$ cat src/rtl/pe_local_controller.sv
// Leaf-side controller on a PE's router LOCAL port: decodes root packets, sequences broadcast/compute, reports FINs.
// Optional cycle counters are built only when PE_CTRL_PERF_EN is defined.

`ifndef ROUTER_WIDTH
`define ROUTER_WIDTH 36
`endif
`ifndef ROUTER_FIFO_DEPTH
`define ROUTER_FIFO_DEPTH 4
`endif
`ifndef CREDIT_CNT_WIDTH
`define CREDIT_CNT_WIDTH 4
`endif
`ifndef ROUTER_INFO_CONFIG
`define ROUTER_INFO_CONFIG 4'h1
`endif
`ifndef ROUTER_INFO_CALC
`define ROUTER_INFO_CALC 4'h2
`endif
`ifndef ROUTER_INFO_FIN_BROADCAST
`define ROUTER_INFO_FIN_BROADCAST 4'h3
`endif
`ifndef ROUTER_INFO_FIN_COMP
`define ROUTER_INFO_FIN_COMP 4'h4
`endif

module pe_local_controller #(
  parameter int PE_ID      = 0,
  parameter int FIFO_DEPTH = `ROUTER_FIFO_DEPTH
) (
  input  logic                     clk,
  input  logic                     rst,
  input  logic                     in_data_valid,
  input  logic [`ROUTER_WIDTH-1:0] in_data,
  output logic                     upstream_credit,
  output logic                     out_data_valid,
  output logic [`ROUTER_WIDTH-1:0] out_data,
  input  logic                     downstream_credit,
  output logic                     cfg_valid,
  output logic [15:0]              cfg_addr,
  output logic [15:0]              cfg_data,
  output logic                     bcast_start,
  input  logic                     bcast_done,
  output logic                     comp_start,
  input  logic                     comp_done,
  output logic                     busy,
  output logic                     err,
  output logic [31:0]              bcast_cycles,
  output logic [31:0]              comp_cycles
);

  localparam int CW = `CREDIT_CNT_WIDTH;
  localparam logic [CW-1:0] MAX_CREDIT = CW'(FIFO_DEPTH);
  localparam logic [15:0]   PE_DATA    = 16'(PE_ID);

  typedef enum logic [2:0] {
    IDLE,
    BROADCAST,
    SEND_FIN_BCAST,
    WAIT_FIN_BCAST,
    COMP,
    SEND_FIN_COMP,
    WAIT_FIN_COMP
  } state_t;

  state_t          state;
  logic [CW-1:0]   credit_count;
  logic [3:0]      in_info;
  logic            send_state;
  logic            send_fire;
  logic            pkt_ok;
  logic            calc_accept;
  logic [3:0]      fin_info;

  assign in_info    = in_data[35:32];
  assign send_state = (state == SEND_FIN_BCAST) || (state == SEND_FIN_COMP);
  // A credit arriving this cycle can be spent immediately, so a stalled send goes out with it.
  assign send_fire  = send_state && ((credit_count != '0) || downstream_credit);
  assign fin_info   = (state == SEND_FIN_COMP) ? `ROUTER_INFO_FIN_COMP : `ROUTER_INFO_FIN_BROADCAST;
  assign calc_accept = (state == IDLE) && in_data_valid && (in_info == `ROUTER_INFO_CALC);

  assign out_data_valid = send_fire;
  assign out_data       = send_fire ? {fin_info, 16'h0000, PE_DATA} : '0;

  always_comb begin
    pkt_ok = 1'b0;
    unique case (state)
      IDLE:           pkt_ok = (in_info == `ROUTER_INFO_CONFIG) || (in_info == `ROUTER_INFO_CALC);
      WAIT_FIN_BCAST: pkt_ok = (in_info == `ROUTER_INFO_FIN_BROADCAST);
      WAIT_FIN_COMP:  pkt_ok = (in_info == `ROUTER_INFO_FIN_COMP);
      default:        pkt_ok = 1'b0;
    endcase
  end

  always_ff @(posedge clk) begin
    if (rst) begin
      state           <= IDLE;
      credit_count    <= MAX_CREDIT;
      upstream_credit <= 1'b0;
      cfg_valid       <= 1'b0;
      cfg_addr        <= '0;
      cfg_data        <= '0;
      bcast_start     <= 1'b0;
      comp_start      <= 1'b0;
      busy            <= 1'b0;
      err             <= 1'b0;
    end else begin
      upstream_credit <= in_data_valid;
      cfg_valid       <= 1'b0;
      bcast_start     <= 1'b0;
      comp_start      <= 1'b0;

      if (in_data_valid && !pkt_ok)
        err <= 1'b1;

      // Saturating credit counter; a simultaneous return and send cancel out.
      if (downstream_credit && !send_fire) begin
        if (credit_count != MAX_CREDIT)
          credit_count <= credit_count + CW'(1);
      end else if (send_fire && !downstream_credit) begin
        credit_count <= credit_count - CW'(1);
      end

      unique case (state)
        IDLE: begin
          if (in_data_valid && in_info == `ROUTER_INFO_CONFIG) begin
            cfg_valid <= 1'b1;
            cfg_addr  <= in_data[31:16];
            cfg_data  <= in_data[15:0];
          end
          if (calc_accept) begin
            state       <= BROADCAST;
            bcast_start <= 1'b1;
            busy        <= 1'b1;
          end
        end
        BROADCAST:      if (bcast_done) state <= SEND_FIN_BCAST;
        SEND_FIN_BCAST: if (send_fire) state <= WAIT_FIN_BCAST;
        WAIT_FIN_BCAST: begin
          if (in_data_valid && in_info == `ROUTER_INFO_FIN_BROADCAST) begin
            state      <= COMP;
            comp_start <= 1'b1;
          end
        end
        COMP:           if (comp_done) state <= SEND_FIN_COMP;
        SEND_FIN_COMP:  if (send_fire) state <= WAIT_FIN_COMP;
        WAIT_FIN_COMP: begin
          if (in_data_valid && in_info == `ROUTER_INFO_FIN_COMP) begin
            state <= IDLE;
            busy  <= 1'b0;
          end
        end
        default:        state <= IDLE;
      endcase
    end
  end

`ifdef PE_CTRL_PERF_EN
  always_ff @(posedge clk) begin
    if (rst || calc_accept) begin
      bcast_cycles <= '0;
      comp_cycles  <= '0;
    end else begin
      if (state == BROADCAST) bcast_cycles <= bcast_cycles + 32'd1;
      if (state == COMP)      comp_cycles  <= comp_cycles + 32'd1;
    end
  end
`else
  assign bcast_cycles = '0;
  assign comp_cycles  = '0;
`endif

endmodule
$ cat config.mk
export PLATFORM = sky130hd
export DESIGN_NAME = pe_local_controller
export DESIGN_NICKNAME = d
export VERILOG_FILES = /design/src/rtl/pe_local_controller.sv
export SDC_FILE = /design/constraint.sdc
export NUM_CORES = 1
export LEC_CHECK = 0
export ABC_AREA = 0
export BUFFER_PORTS_ARGS = -buffer_cell sky130_fd_sc_hd__buf_4
export CORE_UTILIZATION = 45
export DETAILED_ROUTE_END_ITERATION = 12
export GPL_TIMING_DRIVEN = 0
export MAX_ROUTING_LAYER = met4
export PLACE_DENSITY = 0.95
export SYNTH_ARGS = -nofsm -noshare
export SYNTH_HDL_FRONTEND = slang
export SYNTH_SLANG_ARGS = --single-unit
$ cat constraint.sdc
create_clock -name clk -period 3.28 [get_ports clk]
set_clock_uncertainty 0.05 [all_clocks]
set_input_delay 0.164 -clock clk [delete_from_list [all_inputs] [get_ports clk]]
set_output_delay 0.164 -clock clk [all_outputs]
set_load 0.005 [all_outputs]
==> impl_metrics.json <==
{
  "synth_fa_ha_area_share_pct": 0.4688,
  "arrival_ps": 2390,
  "synthMuxAreaShare_pct": 1.125,
  "grt_pass1_wl_mm": 9.494,
  "async_flop_share_pct": 0,
  "crit_required_ps": 3450,
  "routed.top_layer": "met4",
  "remaining_drc_errors": 0,
  "synth_common_cells": "99 x buf_4, 71 x nand2_1, 45 x dfxtp_1, 38 x a21oi_1, 15 x nor2_1",
  "final-hold-violation-count": 0,
  "ant_nets": 0,
  "synth_xor_area_share_pct": 0.6564,
  "maxCapViolations": 0,
  "synth_compound_area_share_pct": 13.31,
  "initial_core_util_pct": 47.59,
  "grtUsageTotal_pct": 19.36,
  "peakVddDrop_v": 0.0003193,
  "yosys_warnings": 0,
  "dr.pass1.iters": 4,
  "synth_top_area_cell": "dfxtp_1",
  "wl_met2_mm": 3.394,
  "post-route-period-util_pct": 67.71,
  "wirelength_mm": 6.223,
  "crit_type": "reg2reg",
  "synth_top_family_by_area": "buffers and inverters",
  "dpl_cell_area_um2": 3727,
  "rr_endpoint": "credit_count[2]$_SDFFE_PP1P_",
  "worstReg2RegStart": "state[1]$_SDFFE_PP0P_",
  "grt_overflow": 0,
  "p_per_area_nw_per_um2": 374.2,
  "setup_viol_count_final": 0,
  "clock_path_buffers": 2,
  "rsz0062_at_grt": "no",
  "yosysTopAreaCellShare_pct": 33.76,
  "wl_met3_um": 489,
  "ys_ff_latch": 45,
  "yosysMostFrequentCell": "buf_4",
  "routedLengthMet1_mm": 2.291,
  "min_period_ps": 2221,
  "max_stage_delay_ps": 340,
  "status": "finished, final reports clean",
  "worstMarginPinSlew_ps": 546.7,
  "slew_violations": 0,
  "cts-resized-gates": 0,
  "portBuffers": 81,
  "synthCells": 344,
  "maxSlewHeadroom_pct": 63.47,
  "final_area_um2": 3817,
  "core-area_um2": 5608,
  "h-tree-depth": 2,
  "synth.distinct_cells": 41,
  "whs_ps": 59.55,
  "die_height_um": 79.01,
  "root_buffer": "clkbuf_8",
  "gp_congestion": 0.8788,
  "vias_per_cell": 4.173,
  "r2r_cells": 9,
  "antenna_found_initial": 0,
  "drive_above_1_share_pct": 37.43,
  "synth_area_leaders": "dfxtp_1 34%, buf_4 28%, nand2_1 10%, a21oi_1 7.1%, nor2_1 2.1%",
  "insertion_delay_ps": 290,
  "finish.net_count": 571,
  "cp-startpoint": "state[1]$_SDFFE_PP0P_",
  "rows": 27,
  "vias": 2508,
  "drt-wirelength-per-cell_um": 10.35,
  "cts_inserted_buffers": 5,
  "io_pins": 181,
  "first_global_vias": 2225,
  "endpoint_kind": "flip-flop",
  "worst-r2r-setup-slack_ps": 1060,
  "synth_edf_count": 0,
  "cp_max_fo": 10,
  "grt_max_degree": 16,
  "ys.flop_type": "dfxtp_1",
  "fin_tns_setup_ps": 0,
  "critPathLaunchType": "flip-flop",
  "cts_setup_buffers": 0,
  "dieArea_um2": 6243,
  "max_freq_mhz": 450.3,
  "cts_tree": "done",
  "drtIter0Drc": 81,
  "avgSynthCellArea_um2": 7.758,
  "die_width_um": 79.01,
  "min_path_type": "in2reg",
  "crit_end": "credit_count[2]$_SDFFE_PP1P_",
  "synth-simple-area-share_pct": 19.78,
  "clk_pin_slew_ps": 90,
  "leakage_nw": 1.960,
  "cts_sinks": 45,
  "dpl.hpwl_mm": 5.058,
  "postCtsHoldBufs": 0,
  "seq_area_frac_synth_pct": 33.76,
  "crit_chain": "buf_2 > and3b_1 > nor2_1 > nand2_1 > xor2_1 > ha_1 > a311o_1 > a211oi_2 > mux2i_1",
  "critPathSlowestCell": "dfxtp_1",
  "synth_area_um2": 2669,
  "areaGrowthSynthToFinish_pct": 43.04,
  "n_antenna_cell": 0
}
flip-flops by register name, indices dropped and copies added (netlist names):
name             cells
err                  1
cfg_addr            16
cfg_data            16
busy                 1
state                3
upstream_credit      1
cfg_valid            1
credit_count         4
comp_start           1
bcast_start          1
layout by cell type, fill, tap and decap left out, drive strengths merged, types with 3 or more instances in the layout:
master	netlist	routed
buf	104	185
dfxtp	45	45
inv	3	4
clkbuf	11	16
nor3	5	5
nor2b	4	4
a211oi	4	4
nand2	71	71
or3b	3	3
mux2i	3	3
o21ai	8	8
a21oi	38	38
conb	1	97
nor2	15	15
worst min path at each step:
stage                                             to  cells past startpoint           from  slack [ps]
after floorplan           upstream_credit$_SDFF_PP0_                      1  in_data_valid         240
after global placement     cfg_data[13]$_SDFFE_PP0P_                      3    in_data[13]         360
after detailed placement   cfg_data[15]$_SDFFE_PP0P_                      3    in_data[15]         370
after CTS                   cfg_addr[4]$_SDFFE_PP0P_                      3    in_data[20]          50
after global routing        cfg_data[7]$_SDFFE_PP0P_                      3     in_data[7]          50
final                       cfg_addr[4]$_SDFFE_PP0P_                      3    in_data[20]          60
power by group:
part | leakage [nW] | switching [mW] | internal [mW]
combinational | 1.55 | 0.218 | 0.246
clock | 0.0445 | 0.191 | 0.151
sequential | 0.364 | 0.0407 | 0.581
total | 1.96 | 0.450 | 0.978
stage by stage:
stage               total power [mW]  instances  utilization [%]  setup WS [ps]
floorplan                     0.9666        440                -           1245
global placement               1.068        593            66.47           1119
detailed placement             1.085        593            66.47           1086
CTS                            1.432        601            68.07           1054
global route                   1.518        601            68.07          905.4
finish                         1.428        601            68.07           1059
critical path, delay by kind of cell, from the launching register on:
family / cells / cell delay, ps
AOI/OAI and AO/OA: 2 / 550
xor gates and xnor gates: 1 / 160
adders and majority gates: 1 / 210
buffers and inverters: 1 / 200
DFF: 1 / 340
muxes: 1 / 200
and+or+nand+nor: 3 / 450
routing by layer:
layer	vias up	global-route usage, %
li1	1298	-
met1	1089	19.39
met2	115	37.41
met3	6	3.908
met4	0	5.636
met5	-	-
cells by family (layout without fill, tap and decap cells):
group           Yosys count  count (layout)
other cells               1              97
buf+inv                 118             207
fa+ha+maj                 1               1
simple gates            114             114
flops                    45              45
compound gates           60              60
xor+xnor                  2               2
mux                       3               3
layout make-up:
class | count | area, um^2
Clock buffer | 5 | 68.82
Buffer | 115 | 809.5
Fill cell | 476 | 1790
Tap cell | 72 | 90.09
Multi-Input combinational cell | 277 | 1308
Clock inverter | 3 | 21.27
Sequential cell | 45 | 900.9
Timing Repair Buffer | 81 | 608.1
Inverter | 3 | 11.26
Power figures use the tool's default switching activity.
